[config.mk]
export PLATFORM = sky130hd
export DESIGN_NAME = uart_rx_timing_gen
export DESIGN_NICKNAME = d
export VERILOG_FILES = /design/src/rtl/uart_rx_timing_gen.sv
export SDC_FILE = /design/constraint.sdc
export NUM_CORES = 1
export LEC_CHECK = 0
export BUFFER_PORTS_ARGS = -buffer_cell sky130_fd_sc_hd__buf_2
export CAP_MARGIN = 20
export CORE_MARGIN = 2
export CORE_UTILIZATION = 41
export DETAILED_ROUTE_END_ITERATION = 10
export PLACE_DENSITY = 0.6
export SYNTH_ARGS = -nofsm -noshare
export SYNTH_HDL_FRONTEND = slang
export SYNTH_SLANG_ARGS = --single-unit
[constraint.sdc]
create_clock -name CLK -period 5 [get_ports CLK]
set_input_delay 0.25 -clock CLK [delete_from_list [all_inputs] [get_ports CLK]]
set_output_delay 0.25 -clock CLK [all_outputs]
set_load 0.01 [all_outputs]
[src/rtl/uart_rx_timing_gen.sv]
// Oversampling edge/bit timing generator for the UART receiver with a
// configurable frame format (data width, optional parity, one or two stop bits).
module uart_rx_timing_gen #(
  parameter int DATA_WIDTH    = 8,
  parameter int PRESC_WIDTH   = 6,
  parameter int BIT_CNT_WIDTH = 4
) (
  input  logic                     CLK,
  input  logic                     RST,
  input  logic                     enable,
  input  logic [PRESC_WIDTH-1:0]   prescale,
  input  logic                     par_en,
  input  logic                     stop2,
  output logic [PRESC_WIDTH-1:0]   edge_cnt,
  output logic [BIT_CNT_WIDTH-1:0] bit_cnt,
  output logic                     sample_stb,
  output logic [1:0]               sample_idx,
  output logic                     bit_done,
  output logic                     frame_done,
  output logic                     busy,
  output logic                     cfg_err
);

  typedef enum logic {
    IDLE = 1'b0,
    RUN  = 1'b1
  } state_e;

  localparam logic [PRESC_WIDTH-1:0]   MIN_PRESC = PRESC_WIDTH'(4);
  localparam logic [BIT_CNT_WIDTH-1:0] BASE_FL   = BIT_CNT_WIDTH'(DATA_WIDTH + 2);

  state_e                   state_q, state_d;
  logic [PRESC_WIDTH-1:0]   edge_q, edge_d;
  logic [BIT_CNT_WIDTH-1:0] bit_q, bit_d;
  logic [PRESC_WIDTH-1:0]   pl_q, pl_d;
  logic [BIT_CNT_WIDTH-1:0] fl_q, fl_d;
  logic                     cfg_err_q, cfg_err_d;

  logic                     presc_legal;
  logic [BIT_CNT_WIDTH-1:0] fl_in;
  logic                     last_edge;
  logic                     last_bit;
  logic [PRESC_WIDTH-1:0]   mid;
  logic [PRESC_WIDTH-1:0]   mid_m1;
  logic [PRESC_WIDTH-1:0]   mid_p1;

  assign presc_legal = (prescale >= MIN_PRESC);
  assign fl_in       = BASE_FL + BIT_CNT_WIDTH'(par_en) + BIT_CNT_WIDTH'(stop2);
  assign last_edge   = (edge_q == (pl_q - PRESC_WIDTH'(1)));
  assign last_bit    = (bit_q == (fl_q - BIT_CNT_WIDTH'(1)));

  always_ff @(posedge CLK or posedge RST) begin
    if (RST) begin
      state_q   <= IDLE;
      edge_q    <= '0;
      bit_q     <= '0;
      pl_q      <= '0;
      fl_q      <= '0;
      cfg_err_q <= 1'b0;
    end else begin
      state_q   <= state_d;
      edge_q    <= edge_d;
      bit_q     <= bit_d;
      pl_q      <= pl_d;
      fl_q      <= fl_d;
      cfg_err_q <= cfg_err_d;
    end
  end

  // Config is only sampled when entering RUN or at a frame wrap, so inputs
  // may change freely mid-frame without disturbing the current timing.
  always_comb begin
    state_d   = state_q;
    edge_d    = edge_q;
    bit_d     = bit_q;
    pl_d      = pl_q;
    fl_d      = fl_q;
    cfg_err_d = cfg_err_q;
    case (state_q)
      IDLE: begin
        edge_d = '0;
        bit_d  = '0;
        if (enable) begin
          if (presc_legal) begin
            state_d   = RUN;
            pl_d      = prescale;
            fl_d      = fl_in;
            cfg_err_d = 1'b0;
          end else begin
            cfg_err_d = 1'b1;
          end
        end else begin
          cfg_err_d = 1'b0;
        end
      end
      RUN: begin
        if (!enable) begin
          state_d = IDLE;
          edge_d  = '0;
          bit_d   = '0;
        end else if (last_edge) begin
          edge_d = '0;
          if (last_bit) begin
            bit_d = '0;
            if (presc_legal) begin
              pl_d = prescale;
              fl_d = fl_in;
            end else begin
              state_d   = IDLE;
              cfg_err_d = 1'b1;
            end
          end else begin
            bit_d = bit_q + BIT_CNT_WIDTH'(1);
          end
        end else begin
          edge_d = edge_q + PRESC_WIDTH'(1);
        end
      end
      default: begin
        state_d = IDLE;
        edge_d  = '0;
        bit_d   = '0;
      end
    endcase
  end

  assign mid    = pl_q >> 1;
  assign mid_m1 = mid - PRESC_WIDTH'(1);
  assign mid_p1 = mid + PRESC_WIDTH'(1);

  // Three majority-vote sample points centred on the middle of each bit.
  always_comb begin
    sample_stb = 1'b0;
    sample_idx = 2'd0;
    if (busy) begin
      if (edge_q == mid_m1) begin
        sample_stb = 1'b1;
        sample_idx = 2'd0;
      end else if (edge_q == mid) begin
        sample_stb = 1'b1;
        sample_idx = 2'd1;
      end else if (edge_q == mid_p1) begin
        sample_stb = 1'b1;
        sample_idx = 2'd2;
      end
    end
  end

  assign busy       = (state_q == RUN);
  assign bit_done   = busy & last_edge;
  assign frame_done = bit_done & last_bit;
  assign edge_cnt   = edge_q;
  assign bit_cnt    = bit_q;
  assign cfg_err    = cfg_err_q;

endmodule

==> results of run 1 <==
[routing by layer]
layer  global-route usage, %  vias to the layer above  wire length, um
met5                       0                        -                0
met4                    6.00                        0               61
met3                    2.47                        6              160
met2                    27.6                       32             1700
met1                    27.7                      670             1830
li1                        -                      683                -
[flip-flops by register name, summed over array words and instances (netlist names)]
name,count
edge_cnt,6
cfg_err,1
fl_q,4
bit_cnt,4
pl_q,6
busy,1
[where the power goes]
| part | internal, uW | switching [uW] |
|---|---|---|
| clock network | 107 | 58.9 |
| logic | 70.6 | 85.7 |
| registers | 190 | 25.3 |
[worst max-delay path, cell delays in order (launching register included)]
cell      delay (ps)
dfrtp_1          520
inv_1            130
ha_1             250
nor3b_2          180
a21oi_1          310
o211ai_4         170
or4_4            640
a32o_1           280
[placed cells by master, fill, tap and decap left out, types with 2 or more instances in the layout]
master	instances
clkbuf_8	3
nor3b_1	2
a21oi_1	8
buf_2	27
xor2_1	8
nor2_1	4
nand2_1	10
and2_1	5
xnor2_1	16
nand4_1	3
nor4_1	3
a32o_1	11
or4_1	2
nor3_1	14
ha_1	8
nand2b_1	2
inv_1	7
nor2b_1	2
dfrtp_1	22
o211ai_1	4
o21ai_0	2
nand3_1	6
[cell type report]
cell class                      count  area (sq um)  share of cell area [%]
Timing Repair Buffer               27           135                    7.22
Clock inverter                      1          30.0                    1.60
Multi-Input combinational cell    133          1030                    54.8
Clock buffer                        3          41.3                    2.21
Inverter                            7          26.3                    1.40
Sequential cell                    22           551                    29.4
Tap cell                           50          62.6                    3.34
[through the flow]
step	total power [uW]	cells	util, %	setup WS (ps)
4_1_cts	542	243	47.1	2430
5_1_grt	576	243	47.1	2220
2_1_floorplan	342	172	-	2620
3_5_place_dp	374	239	45.3	2440
3_3_place_gp	369	239	45.3	2540
6_report	537	243	47.1	2410
[path summary, 6_finish.rpt]
path	startpoint	to	depth (start not counted)
max	pl_q[2]	pl_q[4]	7
min	RST	pl_q[1]	2
max reg2reg	pl_q[2]	pl_q[4]	7
min reg2reg	fl_q[3]	fl_q[3]	1
max in group asynchronous	RST	pl_q[4]	2
min in group CLK	prescale[1]	pl_q[1]	2
[logic make-up after synthesis]
kind of cell / count (synthesis) / synth area share [%]
and+or+nand+nor: 59 / 19.6
DFF: 22 / 32.9
adders and majority gates: 8 / 5.98
AOI/OAI and AO/OA: 39 / 19.8
buffers and inverters: 17 / 5.76
xor gates and xnor gates: 27 / 15.9
[cell usage after synthesis, drive strengths merged (3+ instances only)]
| master | instances |
|---|---|
| or4 | 3 |
| nand2 | 10 |
| and2 | 5 |
| ha | 8 |
| nor3b | 3 |
| inv | 7 |
| buf | 7 |
| clkbuf | 3 |
| a32o | 11 |
| nand3 | 6 |
| nor4 | 3 |
| o211ai | 5 |
| xor2 | 9 |
| xnor2 | 17 |
| nor2 | 5 |
| dfrtp | 22 |
| nand4 | 3 |
| a21oi | 8 |
| nor3 | 14 |
==> report_table.html, run 1 <==
<table>
<tr><th>Metric</th><th>Value</th></tr>
<tr><th colspan="2">Synth</th></tr>
<tr><td>Number of warnings issued by yosys</td><td>0</td></tr>
<tr><td>Sequential-to-total area share from yosys stat</td><td>32.9%</td></tr>
<tr><td>Unique cell type count in the Yosys netlist</td><td>47</td></tr>
<tr><td>Fraction of registers with async set or reset after synthesis</td><td>100%</td></tr>
<tr><td>Portion of synthesized cell area occupied by the leading cell type</td><td>32.9%</td></tr>
<tr><td>Count of flip-flops with a built-in enable after synthesis</td><td>0</td></tr>
<tr><td>Average instance area after synthesis</td><td>9.73 sq um</td></tr>
<tr><td>Most used flip-flop cell after synthesis</td><td>dfrtp_1</td></tr>
<tr><td>Post-synthesis cell count</td><td>172</td></tr>
<tr><td>Cell area after technology mapping</td><td>0.00167 sq mm</td></tr>
<tr><td>Net Count, Synth</td><td>191</td></tr>
<tr><td>Cell accounting for the most synthesized area</td><td>dfrtp_1</td></tr>
<tr><td>Yosys reg bits</td><td>22</td></tr>
<tr><td>Leading post-synthesis cells by cell area</td><td>dfrtp_1 33%, xnor2_1 8.4%, a32o_1 6.6%</td></tr>
<tr><th colspan="2">STA</th></tr>
<tr><td>Setup repair after global routing missed its margin</td><td>no</td></tr>
<tr><td>Relative max-transition margin</td><td>around 44%</td></tr>
<tr><td>Portion of the clock cycle consumed by the worst path in the final layout</td><td>51.8%</td></tr>
<tr><td>TNS Setup</td><td>0 ps</td></tr>
<tr><td>Minimum hold slack</td><td>about 140 ps</td></tr>
<tr><td>Number of endpoints with negative hold slack in the final report</td><td>0</td></tr>
<tr><td>Time the final worst path needs with I/O delays and setup</td><td>2590 ps</td></tr>
<tr><td>Largest clock skew in the final design</td><td>5.46 ps</td></tr>
<tr><td>Total setup violations reported at the end of the flow</td><td>0</td></tr>
<tr><td>Fmax</td><td>386 MHz</td></tr>
<tr><td>Slew @ Worst Pin</td><td>833 ps</td></tr>
<tr><td>Final number of max-transition violations</td><td>0</td></tr>
<tr><th colspan="2">Place</th></tr>
<tr><td>Placed Instance Area</td><td>between 0.0015 and 0.002 sq mm</td></tr>
<tr><td>Weighted congestion at the end of routability-driven global placement</td><td>0.848</td></tr>
<tr><td>Post-DP HPWL</td><td>2930 um</td></tr>
<tr><td>Port Buffers</td><td>27</td></tr>
<tr><th colspan="2">Setup path</th></tr>
<tr><td>Arrival time reported for the critical path endpoint</td><td>2740 ps</td></tr>
<tr><td>Worst Setup Start Kind</td><td>flop</td></tr>
<tr><td>CP Capture Type</td><td>flop</td></tr>
<tr><td>Setup slack of the most critical reg-to-reg path</td><td>2410 ps</td></tr>
<tr><td>Required time of the critical path</td><td>5150 ps</td></tr>
<tr><td>Critical path class</td><td>reg -&gt; reg</td></tr>
<tr><td>CP Max Fanout</td><td>10</td></tr>
<tr><th colspan="2">Drt</th></tr>
<tr><td>Routed via count divided by cell count</td><td>5.72</td></tr>
<tr><td>Routed length per placed instance</td><td>15.4 um</td></tr>
<tr><td>First drt pass iteration count</td><td>4</td></tr>
<tr><td>DRC violations left</td><td>0</td></tr>
<tr><td>WL final</td><td>~3800 um</td></tr>
<tr><td>Via count</td><td>1391</td></tr>
<tr><td>Count of routing violations after the opening detailed-route iteration</td><td>61</td></tr>
<tr><td>Antenna Nets Post-Route</td><td>0</td></tr>
<tr><th colspan="2">Global route</th></tr>
<tr><td>Global-route wire length before repair</td><td>6430 um</td></tr>
<tr><td>Number of global-route vias before repair</td><td>1329</td></tr>
<tr><td>Grt ovf</td><td>0</td></tr>
<tr><td>Combined global-route utilization of all metal layers</td><td>18.5%</td></tr>
<tr><td>Maximum number of pins on one net before global-route repair</td><td>23</td></tr>
<tr><td>Antenna violations before repair</td><td>0</td></tr>
<tr><th colspan="2">CTS</th></tr>
<tr><td>Clock-pin slew on the worst setup and hold paths</td><td>80 ps</td></tr>
<tr><td>Clock buffers created by TritonCTS</td><td>3</td></tr>
<tr><td>Later-pin clock latency in the skew report</td><td>260 ps</td></tr>
<tr><td>Number of H-tree levels</td><td>1</td></tr>
<tr><td>Post-CTS Setup Repair Bufs</td><td>0</td></tr>
<tr><td>Master cell of the clock root buffer</td><td>clkbuf_8</td></tr>
<tr><td>Count of hold-fix buffers inserted at cts</td><td>0</td></tr>
<tr><td>Clock tree buffer depth</td><td>2</td></tr>
<tr><td>Clock tree sinks</td><td>22</td></tr>
<tr><td>Number of gates given a new drive strength after cts</td><td>0</td></tr>
<tr><td>CTS tree</td><td>done</td></tr>
<tr><th colspan="2">Run status</th></tr>
<tr><td>Result of the run</td><td>finished clean</td></tr>
<tr><th colspan="2">Finish</th></tr>
<tr><td>Share of final-layout standard cells stronger than drive strength 1</td><td>20.7%</td></tr>
<tr><td>Final Net Count</td><td>213</td></tr>
<tr><td>Filler Cells Inserted</td><td>392</td></tr>
<tr><td>Final Instance Area</td><td>0.00187 sq mm</td></tr>
<tr><td>Area overhead of the layout relative to synthesis</td><td>11.9%</td></tr>
<tr><td>Inserted Diodes</td><td>0</td></tr>
<tr><th colspan="2">Hold path</th></tr>
<tr><td>Hold/Removal Path Class</td><td>in -&gt; async</td></tr>
<tr><th colspan="2">Floorplan</th></tr>
<tr><td>Starting density of the core</td><td>42.1%</td></tr>
<tr><td>I/O Pins</td><td>28</td></tr>
<tr><td>Number of rows in the core area</td><td>23</td></tr>
<tr><td>Die area</td><td>roughly 0.0046 sq mm</td></tr>
<tr><td>Height of the die</td><td>67.9 um</td></tr>
<tr><td>Chip Width</td><td>~68 um</td></tr>
<tr><td>Core outline area</td><td>0.00397 sq mm</td></tr>
<tr><th colspan="2">Power</th></tr>
<tr><td>Total power density per cell area</td><td>roughly 290 mW/mm^2</td></tr>
<tr><td>Maximum vdd drop</td><td>207 uV</td></tr>
<tr><td>Static Leakage</td><td>0.000803 uW</td></tr>
<tr><th colspan="2">Flow run</th></tr>
<tr><td>Max-cap violation count</td><td>0</td></tr>
</table>
Power figures use the tool's default switching activity.
==> run 2: changes to the inputs <==
- ABC_AREA: not set -> 1
- clock period: 5 -> 2.6 ns (I/O delays scaled with it)
==> run 2 against run 1 <==
Net effect: final cell count up 34%; largest power group is now combinational logic; register-to-register slack worse by 1700 ps; total power up 150%; critical endpoint is now sample_stb.
==> report_table.html, run 2 <==
<table>
<tr><th>Metric</th><th>Value</th></tr>
<tr><th colspan="2">CTS</th></tr>
<tr><td>Clock buffers created by TritonCTS</td><td>3 (unchanged)</td></tr>
<tr><td>Number of H-tree levels</td><td>1 (unchanged)</td></tr>
<tr><td>Post-CTS Setup Repair Bufs</td><td>0 (unchanged)</td></tr>
<tr><td>CTS tree</td><td>done</td></tr>
<tr><td>Clock tree sinks</td><td>22 (unchanged)</td></tr>
<tr><td>Master cell of the clock root buffer</td><td>clkbuf_8</td></tr>
<tr><td>Count of hold-fix buffers inserted at cts</td><td>0 (unchanged)</td></tr>
<tr><td>Number of gates given a new drive strength after cts</td><td>0 (unchanged)</td></tr>
<tr><td>Clock tree buffer depth</td><td>2 (unchanged)</td></tr>
<tr><td>Clock-pin slew on the worst setup and hold paths</td><td>80 ps (about the same)</td></tr>
<tr><td>Later-pin clock latency in the skew report</td><td>260 ps (about the same)</td></tr>
<tr><th colspan="2">Setup path</th></tr>
<tr><td>Standard cell with the maximum stage delay on the critical path</td><td>dfrtp_1</td></tr>
<tr><td>Worst Setup Start Kind</td><td>flop</td></tr>
<tr><td>Critical path cell sequence</td><td>inv_1, ha_1, xnor2_1, inv_1, nor3_1, nand4_1, o21ai_1, buf_2</td></tr>
<tr><td>Arrival time reported for the critical path endpoint</td><td>2050 ps (-690 ps)</td></tr>
<tr><td>Setup slack of the most critical reg-to-reg path</td><td>660 ps (-1750 ps)</td></tr>
<tr><td>Required time of the critical path</td><td>2470 ps (-2680 ps)</td></tr>
<tr><td>CP Capture Type</td><td>primary output</td></tr>
<tr><td>Cell seen most often among critical-path stages</td><td>inv_1</td></tr>
<tr><td>Critical Path Max Stage Delay</td><td>460 ps (-180 ps)</td></tr>
<tr><td>Critical path class</td><td>reg -&gt; out</td></tr>
<tr><td>CP Max Fanout</td><td>6 (-4)</td></tr>
<tr><td>Worst flop-to-flop path endpoint</td><td>pl_q[3]</td></tr>
<tr><td>Reg-to-reg startpoint</td><td>pl_q[2]</td></tr>
<tr><td>Depth of the worst register-to-register path</td><td>13 (+6)</td></tr>
<tr><th colspan="2">Finish</th></tr>
<tr><td>Most used cells in the layout excluding fill and tap cells</td><td>69 x nand2_1, 27 x buf_2, 22 x inv_1, 22 x dfrtp_1, 21 x nor2_1</td></tr>
<tr><td>Inserted Diodes</td><td>0 (unchanged)</td></tr>
<tr><td>Share of final-layout standard cells stronger than drive strength 1</td><td>24.5% (+3.8 points)</td></tr>
<tr><td>Final Net Count</td><td>293 (+38%)</td></tr>
<tr><td>Area overhead of the layout relative to synthesis</td><td>11.0%</td></tr>
<tr><td>Most common cell after layout, fill and taps aside</td><td>nand2_1</td></tr>
<tr><th colspan="2">Drt</th></tr>
<tr><td>Antenna Nets Post-Route</td><td>0 (unchanged)</td></tr>
<tr><td>Count of routing violations after the opening detailed-route iteration</td><td>65 (+6.6%)</td></tr>
<tr><td>DRC violations left</td><td>0 (unchanged)</td></tr>
<tr><td>WL final</td><td>3940 um (+4.9%)</td></tr>
<tr><td>First drt pass iteration count</td><td>4 (unchanged)</td></tr>
<tr><td>Routed length per placed instance</td><td>12.1 um (-22%)</td></tr>
<tr><td>Routed via count divided by cell count</td><td>4.93 (-14%)</td></tr>
<tr><td>Via count</td><td>1601 (+15%)</td></tr>
<tr><th colspan="2">Place</th></tr>
<tr><td>Post-DP HPWL</td><td>3160 um (+7.8%)</td></tr>
<tr><td>Port Buffers</td><td>27 (unchanged)</td></tr>
<tr><td>Weighted congestion at the end of routability-driven global placement</td><td>0.838 (-1.3%)</td></tr>
<tr><th colspan="2">STA</th></tr>
<tr><td>Total setup violations reported at the end of the flow</td><td>0 (unchanged)</td></tr>
<tr><td>Final number of max-transition violations</td><td>0 (unchanged)</td></tr>
<tr><td>Portion of the clock cycle consumed by the worst path in the final layout</td><td>between 80% and 90%</td></tr>
<tr><td>Number of endpoints with negative hold slack in the final report</td><td>0 (unchanged)</td></tr>
<tr><td>Fmax</td><td>458 MHz</td></tr>
<tr><td>Setup repair after global routing missed its margin</td><td>no</td></tr>
<tr><td>TNS Setup</td><td>0 ps (unchanged)</td></tr>
<tr><td>Slew @ Worst Pin</td><td>862 ps (+29.3 ps)</td></tr>
<tr><td>Minimum hold slack</td><td>34.5 ps (-104 ps)</td></tr>
<tr><td>Time the final worst path needs with I/O delays and setup</td><td>2180 ps</td></tr>
<tr><td>Largest clock skew in the final design</td><td>6.17 ps (+0.705 ps)</td></tr>
<tr><td>Relative max-transition margin</td><td>42.5% (-2.0 points)</td></tr>
<tr><th colspan="2">Global route</th></tr>
<tr><td>Maximum number of pins on one net before global-route repair</td><td>23 (unchanged)</td></tr>
<tr><td>Global-route wire length before repair</td><td>6910 um (+7.4%)</td></tr>
<tr><td>Antenna violations before repair</td><td>0 (unchanged)</td></tr>
<tr><td>Grt ovf</td><td>0 (unchanged)</td></tr>
<tr><td>Combined global-route utilization of all metal layers</td><td>16.9% (-1.6 points)</td></tr>
<tr><td>Number of global-route vias before repair</td><td>1519 (+14%)</td></tr>
<tr><th colspan="2">Synth</th></tr>
<tr><td>Leading cell types by count after synthesis</td><td>69 x nand2_1, 22 x dfrtp_1, 22 x inv_1, 21 x nor2_1, 17 x nand3_1</td></tr>
<tr><td>Most used flip-flop cell after synthesis</td><td>dfrtp_1</td></tr>
<tr><td>Cell area after technology mapping</td><td>0.00186 sq mm (+11%)</td></tr>
<tr><td>Cell accounting for the most synthesized area</td><td>dfrtp_1</td></tr>
<tr><td>Fraction of registers with async set or reset after synthesis</td><td>100% (unchanged)</td></tr>
<tr><td>Sequential-to-total area share from yosys stat</td><td>29.6% (-3.3 points)</td></tr>
<tr><td>Leading post-synthesis cells by cell area</td><td>dfrtp_1 30%, nand2_1 14%, ha_1 5.4%</td></tr>
<tr><td>Average instance area after synthesis</td><td>7.49 sq um (-23%)</td></tr>
<tr><td>Number of warnings issued by yosys</td><td>0 (unchanged)</td></tr>
<tr><td>Net Count, Synth</td><td>267 (+40%)</td></tr>
<tr><td>Unique cell type count in the Yosys netlist</td><td>31 (-34%)</td></tr>
<tr><td>Yosys reg bits</td><td>22 (unchanged)</td></tr>
<tr><td>Most frequent cell after synthesis</td><td>nand2_1</td></tr>
<tr><td>Count of flip-flops with a built-in enable after synthesis</td><td>0 (unchanged)</td></tr>
<tr><td>Portion of synthesized cell area occupied by the leading cell type</td><td>29.6% (-3.3 points)</td></tr>
<tr><td>Post-synthesis cell count</td><td>248 (+44%)</td></tr>
<tr><th colspan="2">Power</th></tr>
<tr><td>Switching Share</td><td>43.1% (+11 points)</td></tr>
<tr><td>Reported net switching power</td><td>572 uW (+240%)</td></tr>
<tr><td>Total power density per cell area</td><td>644 mW/mm^2 (+120%)</td></tr>
<tr><td>Static Leakage</td><td>0.00108 uW (+34%)</td></tr>
<tr><td>Total internal power</td><td>755 uW (+110%)</td></tr>
<tr><td>Fraction of power consumed by combinational cells</td><td>46.0% (+17 points)</td></tr>
<tr><td>Maximum vdd drop</td><td>396 uV (+92%)</td></tr>
<tr><td>Clock Power Share</td><td>18.7% (-12 points)</td></tr>
<tr><td>Register share of total power</td><td>35.4% (-4.6 points)</td></tr>
<tr><th colspan="2">Floorplan</th></tr>
<tr><td>Chip Width</td><td>71.3 um (+5.0%)</td></tr>
<tr><td>Number of rows in the core area</td><td>24 (+4.3%)</td></tr>
<tr><td>Starting density of the core</td><td>42.6% (+0.52 points)</td></tr>
<tr><td>Die area</td><td>0.00508 sq mm (+10%)</td></tr>
<tr><td>I/O Pins</td><td>28 (unchanged)</td></tr>
<tr><td>Height of the die</td><td>71.3 um (+5.0%)</td></tr>
<tr><td>Core outline area</td><td>0.00435 sq mm (+9.6%)</td></tr>
<tr><th colspan="2">Hold path</th></tr>
<tr><td>Hold/Removal Path Class</td><td>in -&gt; async</td></tr>
<tr><th colspan="2">Run status</th></tr>
<tr><td>Result of the run</td><td>finished clean</td></tr>
<tr><th colspan="2">Flow run</th></tr>
<tr><td>Max-cap violation count</td><td>0 (unchanged)</td></tr>
</table>
## run 2: cell count changes in the layout (fill, tap and decap cells not counted), sizes merged, moves of 5 or more
cell | previous run | this run
nand2 | 10 | 79
inv | 7 | 32
nor2 | 5 | 28
nand3 | 6 | 21
a32o | 11 | 0
nor3 | 14 | 4
nand4 | 3 | 11
xnor2 | 17 | 10
and2 | 5 | 0
o211ai | 5 | 0
## run 2: layout make-up
| type | instances | area, sq um |
|---|---|---|
| Fill cell | 428 | 2290 |
| Timing Repair Buffer | 27 | 135 |
| Tap cell | 52 | 65.1 |
| Inverter | 33 | 125 |
| Sequential cell | 22 | 551 |
| Multi-Input combinational cell | 187 | 1130 |
| Clock buffer | 4 | 55.1 |
## run 2: layer usage
| layer | track usage [%] | vias to the layer above | routed length, um | part of all wire (%) |
|---|---|---|---|---|
| met5 | 0 | - | 0 | 0 |
| met2 | 25.5 | 33 | 1740 | 44 |
| met3 | 1.41 | 2 | 131 | 3.3 |
| met1 | 25.7 | 739 | 2030 | 51 |
| li1 | - | 827 | - | - |
| met4 | 5.03 | 0 | 34 | 0.86 |
## run 2: worst max-delay path: cells and delay by family, from the launching register on
| kind | cells | cell delay [ps] |
|---|---|---|
| buf+inv | 3 | 330 |
| xor+xnor | 1 | 260 |
| flops | 1 | 460 |
| simple gates | 2 | 310 |
| compound gates | 1 | 130 |
| fa+ha+maj | 1 | 310 |
## run 2: power groups by stage
| stage | combinational [uW] | sequential (uW) | clock (uW) |
|---|---|---|---|
| 6_report | 610 | 470 | 248 |
| 5_1_grt | 701 | 479 | 268 |
| 4_1_cts | 614 | 468 | 253 |
| 3_5_place_dp | 612 | 475 | 0 |
| 3_3_place_gp | 606 | 474 | 0 |
| 2_1_floorplan | 548 | 432 | 0 |
## run 2: how the worst max path moves through the flow
stage	startpoint	to	slack [ps]	cells past startpoint
detailed placement	pl_q[2]	fl_q[1]	660	13
floorplan	pl_q[2]	fl_q[0]	880	13
CTS	pl_q[2]	sample_stb	430	8
finish	pl_q[1]	sample_stb	420	8
global placement	pl_q[1]	pl_q[2]	710	13
global route	pl_q[2]	sample_stb	240	8
## run 2: metrics by stage
stage          instance area, sq um  setup WS, ps  util [%]  power [uW]  std cells
2_1_floorplan                  1860           881         -         980        248
3_3_place_gp                   2010           706      46.1        1080        321
3_5_place_dp                   2010           659      46.1        1090        321
4_1_cts                        2060           427      47.3        1340        325
5_1_grt                        2060           242      47.3        1450        325
6_report                       2060           418      47.3        1330        325
## run 2: kinds of logic after synthesis
family                   synth area share, %
flip-flops                              29.6
adder cells (fa/ha/maj)                 5.39
AND/OR/NAND/NOR                         42.9
buffers and inverters                   9.50
AO/OA/AOI/OAI                           2.69
XOR/XNOR                                9.91
==> run 3: changes to the inputs <==
- PLACE_DENSITY: 0.6 -> 0.62
- clock period: 2.6 -> 1.83 ns (I/O delays scaled with it)
==> run 3 against run 2 <==
Net effect: the run now ends with negative setup slack left; sequential share of layout area down 3.5 points; combinational power up 93%; critical path depth up 1; utilization up 7.4 points; highest routed layer unchanged; register-to-register slack worse by 650 ps.
==> report_table.html, run 3 (synthesis results as in run 2) <==
<table>
<tr><th>Metric</th><th>Value</th></tr>
<tr><th colspan="2">Setup path</th></tr>
<tr><td>Worst Setup Start Kind</td><td>flop</td></tr>
<tr><td>Critical path cell sequence</td><td>inv_4, ha_4, xnor2_4, nor2_1, nand4_1, o21ai_1, nand2_1, o21ai_1, buf_2</td></tr>
<tr><td>Reg-to-reg startpoint</td><td>pl_q[1]</td></tr>
<tr><td>CP Max Fanout</td><td>3 (-3)</td></tr>
<tr><td>Critical Path Max Stage Delay</td><td>420 ps (-40 ps)</td></tr>
<tr><td>CP Capture Type</td><td>primary output</td></tr>
<tr><td>Buffer and inverter count on the worst path</td><td>2 (-1)</td></tr>
<tr><td>Standard cell with the maximum stage delay on the critical path</td><td>dfrtp_1</td></tr>
<tr><td>Required time of the critical path</td><td>1740 ps (-730 ps)</td></tr>
<tr><td>Termination of the worst setup path</td><td>sample_stb</td></tr>
<tr><td>Worst flop-to-flop path endpoint</td><td>pl_q[2]</td></tr>
<tr><td>Cell seen most often among critical-path stages</td><td>o21ai_1</td></tr>
<tr><td>Worst setup path startpoint</td><td>pl_q[1]</td></tr>
<tr><td>Critical path class</td><td>reg -&gt; out</td></tr>
<tr><td>Arrival time reported for the critical path endpoint</td><td>1790 ps (-260 ps)</td></tr>
<tr><td>Total stage count of the critical path</td><td>9 (+1)</td></tr>
<tr><td>Depth of the worst register-to-register path</td><td>13 (unchanged)</td></tr>
<tr><td>Setup slack of the most critical reg-to-reg path</td><td>10 ps (-650 ps)</td></tr>
<tr><td>CP top delay family</td><td>flip-flops</td></tr>
<tr><th colspan="2">Floorplan</th></tr>
<tr><td>Starting density of the core</td><td>42.6% (unchanged)</td></tr>
<tr><td>I/O Pins</td><td>28 (unchanged)</td></tr>
<tr><td>Height of the die</td><td>71.3 um (unchanged)</td></tr>
<tr><td>Core outline area</td><td>0.00435 sq mm (unchanged)</td></tr>
<tr><td>Chip Width</td><td>71.3 um (unchanged)</td></tr>
<tr><td>Number of rows in the core area</td><td>24 (unchanged)</td></tr>
<tr><td>Die area</td><td>0.00508 sq mm (unchanged)</td></tr>
<tr><th colspan="2">Finish</th></tr>
<tr><td>Area overhead of the layout relative to synthesis</td><td>28.4%</td></tr>
<tr><td>Most common cell after layout, fill and taps aside</td><td>nand2_1</td></tr>
<tr><td>Share of final-layout standard cells stronger than drive strength 1</td><td>38.1% (+14 points)</td></tr>
<tr><td>Filler Cells Inserted</td><td>420 (-1.9%)</td></tr>
<tr><td>Inserted Diodes</td><td>0 (unchanged)</td></tr>
<tr><td>Non-filler instance count after layout</td><td>343 (+5.5%)</td></tr>
<tr><td>Most used cells in the layout excluding fill and tap cells</td><td>65 x nand2_1, 27 x buf_2, 21 x nor2_1, 20 x dfrtp_1, 19 x inv_1</td></tr>
<tr><td>Multi-input gate area</td><td>0.00130 sq mm (+15%)</td></tr>
<tr><td>Utilization after layout</td><td>54.7% (+7.4 points)</td></tr>
<tr><td>Combined flip-flop and latch cell area</td><td>553 sq um (+0.45%)</td></tr>
<tr><td>Final Net Count</td><td>311 (+6.1%)</td></tr>
<tr><th colspan="2">Global route</th></tr>
<tr><td>Antenna violations before repair</td><td>0 (unchanged)</td></tr>
<tr><td>Maximum number of pins on one net before global-route repair</td><td>23 (unchanged)</td></tr>
<tr><td>Combined global-route utilization of all metal layers</td><td>17.5% (+0.63 points)</td></tr>
<tr><td>Global-route wire length before repair</td><td>7200 um (+4.2%)</td></tr>
<tr><td>Number of global-route vias before repair</td><td>1571 (+3.4%)</td></tr>
<tr><td>Grt ovf</td><td>0 (unchanged)</td></tr>
<tr><th colspan="2">Drt</th></tr>
<tr><td>DRC violations left</td><td>0 (unchanged)</td></tr>
<tr><td>Routed length per placed instance</td><td>12.2 um (+0.94%)</td></tr>
<tr><td>Count of routing violations after the opening detailed-route iteration</td><td>67 (+3.1%)</td></tr>
<tr><td>First drt pass iteration count</td><td>4 (unchanged)</td></tr>
<tr><td>Routed via count divided by cell count</td><td>4.90 (-0.63%)</td></tr>
<tr><td>Antenna Nets Post-Route</td><td>0 (unchanged)</td></tr>
<tr><td>WL final</td><td>4190 um (+6.5%)</td></tr>
<tr><td>Via count</td><td>1679 (+4.9%)</td></tr>
<tr><th colspan="2">Hold path</th></tr>
<tr><td>Hold/Removal Path Class</td><td>in -&gt; reg</td></tr>
<tr><td>Min-Delay Path Depth</td><td>3</td></tr>
<tr><th colspan="2">CTS</th></tr>
<tr><td>Clock-pin slew on the worst setup and hold paths</td><td>80 ps (about the same)</td></tr>
<tr><td>Later-pin clock latency in the skew report</td><td>260 ps (about the same)</td></tr>
<tr><td>Number of H-tree levels</td><td>1 (unchanged)</td></tr>
<tr><td>CTS tree</td><td>done</td></tr>
<tr><td>Master cell of the clock root buffer</td><td>clkbuf_8</td></tr>
<tr><td>Clock buffers created by TritonCTS</td><td>3 (unchanged)</td></tr>
<tr><td>Clock tree buffer depth</td><td>2 (unchanged)</td></tr>
<tr><td>Clock tree sinks</td><td>22 (unchanged)</td></tr>
<tr><th colspan="2">Place</th></tr>
<tr><td>Post-DP HPWL</td><td>3240 um (+2.5%)</td></tr>
<tr><td>Total placed cells including tap cells</td><td>331 (+3.1%)</td></tr>
<tr><td>Port Buffers</td><td>27 (unchanged)</td></tr>
<tr><td>Weighted congestion at the end of routability-driven global placement</td><td>0.822 (-1.8%)</td></tr>
<tr><th colspan="2">STA</th></tr>
<tr><td>Relative max-transition margin</td><td>66.7% (+24 points)</td></tr>
<tr><td>Time the final worst path needs with I/O delays and setup</td><td>1880 ps</td></tr>
<tr><td>Slew @ Worst Pin</td><td>494 ps (-368 ps)</td></tr>
<tr><td>Portion of the clock cycle consumed by the worst path in the final layout</td><td>103%</td></tr>
<tr><td>Fmax</td><td>533 MHz</td></tr>
<tr><td>Largest clock skew in the final design</td><td>2.59 ps (-3.58 ps)</td></tr>
<tr><td>Total setup violations reported at the end of the flow</td><td>2 (+2)</td></tr>
<tr><td>Number of endpoints with negative hold slack in the final report</td><td>0 (unchanged)</td></tr>
<tr><td>Setup slack of the critical path after layout</td><td>-46.7 ps (-464 ps)</td></tr>
<tr><td>Setup repair after global routing missed its margin</td><td>yes</td></tr>
<tr><td>Final number of max-transition violations</td><td>0 (unchanged)</td></tr>
<tr><th colspan="2">Flow run</th></tr>
<tr><td>Max-cap violation count</td><td>0 (unchanged)</td></tr>
<tr><th colspan="2">Power</th></tr>
<tr><td>Total power consumption of the routed design</td><td>2180 uW (+64%)</td></tr>
<tr><td>Static Leakage</td><td>0.00120 uW (+11%)</td></tr>
<tr><td>Maximum vdd drop</td><td>698 uV (+76%)</td></tr>
<tr><td>Total power density per cell area</td><td>913 mW/mm^2 (+42%)</td></tr>
<tr><th colspan="2">Run status</th></tr>
<tr><td>Violated checks</td><td>negative setup slack</td></tr>
<tr><td>Result of the run</td><td>finished with violations</td></tr>
</table>
run 3: worst min-delay path, stage by stage:
cell     delay, ps
buf_2           90
nand2_1         50
nand2_1         50
run 3: through the flow:
step / setup WS, ps / cell area (sq um) / TNS (ps) / hold WS [ps]
3_5_place_dp: 60.0 / 2080 / 0 / 145
3_3_place_gp: 76.9 / 2080 / 0 / 142
6_report: -46.7 / 2380 / -63.4 / 44.9
4_1_cts: -68.3 / 2250 / -107 / 44.5
2_1_floorplan: 111 / 1860 / 0 / 80.7
5_1_grt: -189 / 2380 / -1430 / 54.8
run 3: final cells by class:
cell class / count / area share, %
multi-input cells: 188 / 54.6
well taps: 52 / 2.73
repair buffers: 44 / 11.8
flip-flops and latches: 22 / 23.2
inverters: 33 / 5.35
clock buffers: 4 / 2.31
run 3: power breakdown:
group          total (uW)  switching, uW  internal (uW)  leakage [uW]
Combinational        1180            651            530      0.000886
Clock                 345            153            192     0.0000288
Sequential            652            105            547      0.000282
run 3: what timing repair did:
action,in CTS,in global routing
gates resized for setup,18,20
endpoints found under the hold margin,22,0
pin swaps,8,20
endpoints found under the setup margin,5,26
cloned,0,1
setup buffers,1,5
hold buffers,1,0
run 3: layer usage:
metal | GRT usage (%) | part of all wire (%) | vias up
met3 | 0.703 | 2.5 | 6
met4 | 7.13 | 1.7 | 0
met5 | 0 | 0 | -
met2 | 25.9 | 46 | 29
met1 | 26.8 | 50 | 771
li1 | - | - | 873
run 3: worst min-delay path by stage:
stage / from / endpoint / slack, ps
after floorplan: RST / bit_cnt[0] / 80
after detailed placement: RST / edge_cnt[4] / 140
final: prescale[5] / pl_q[5] / 40
after global placement: RST / edge_cnt[4] / 140
after global routing: prescale[5] / pl_q[5] / 50
after CTS: prescale[5] / pl_q[5] / 40
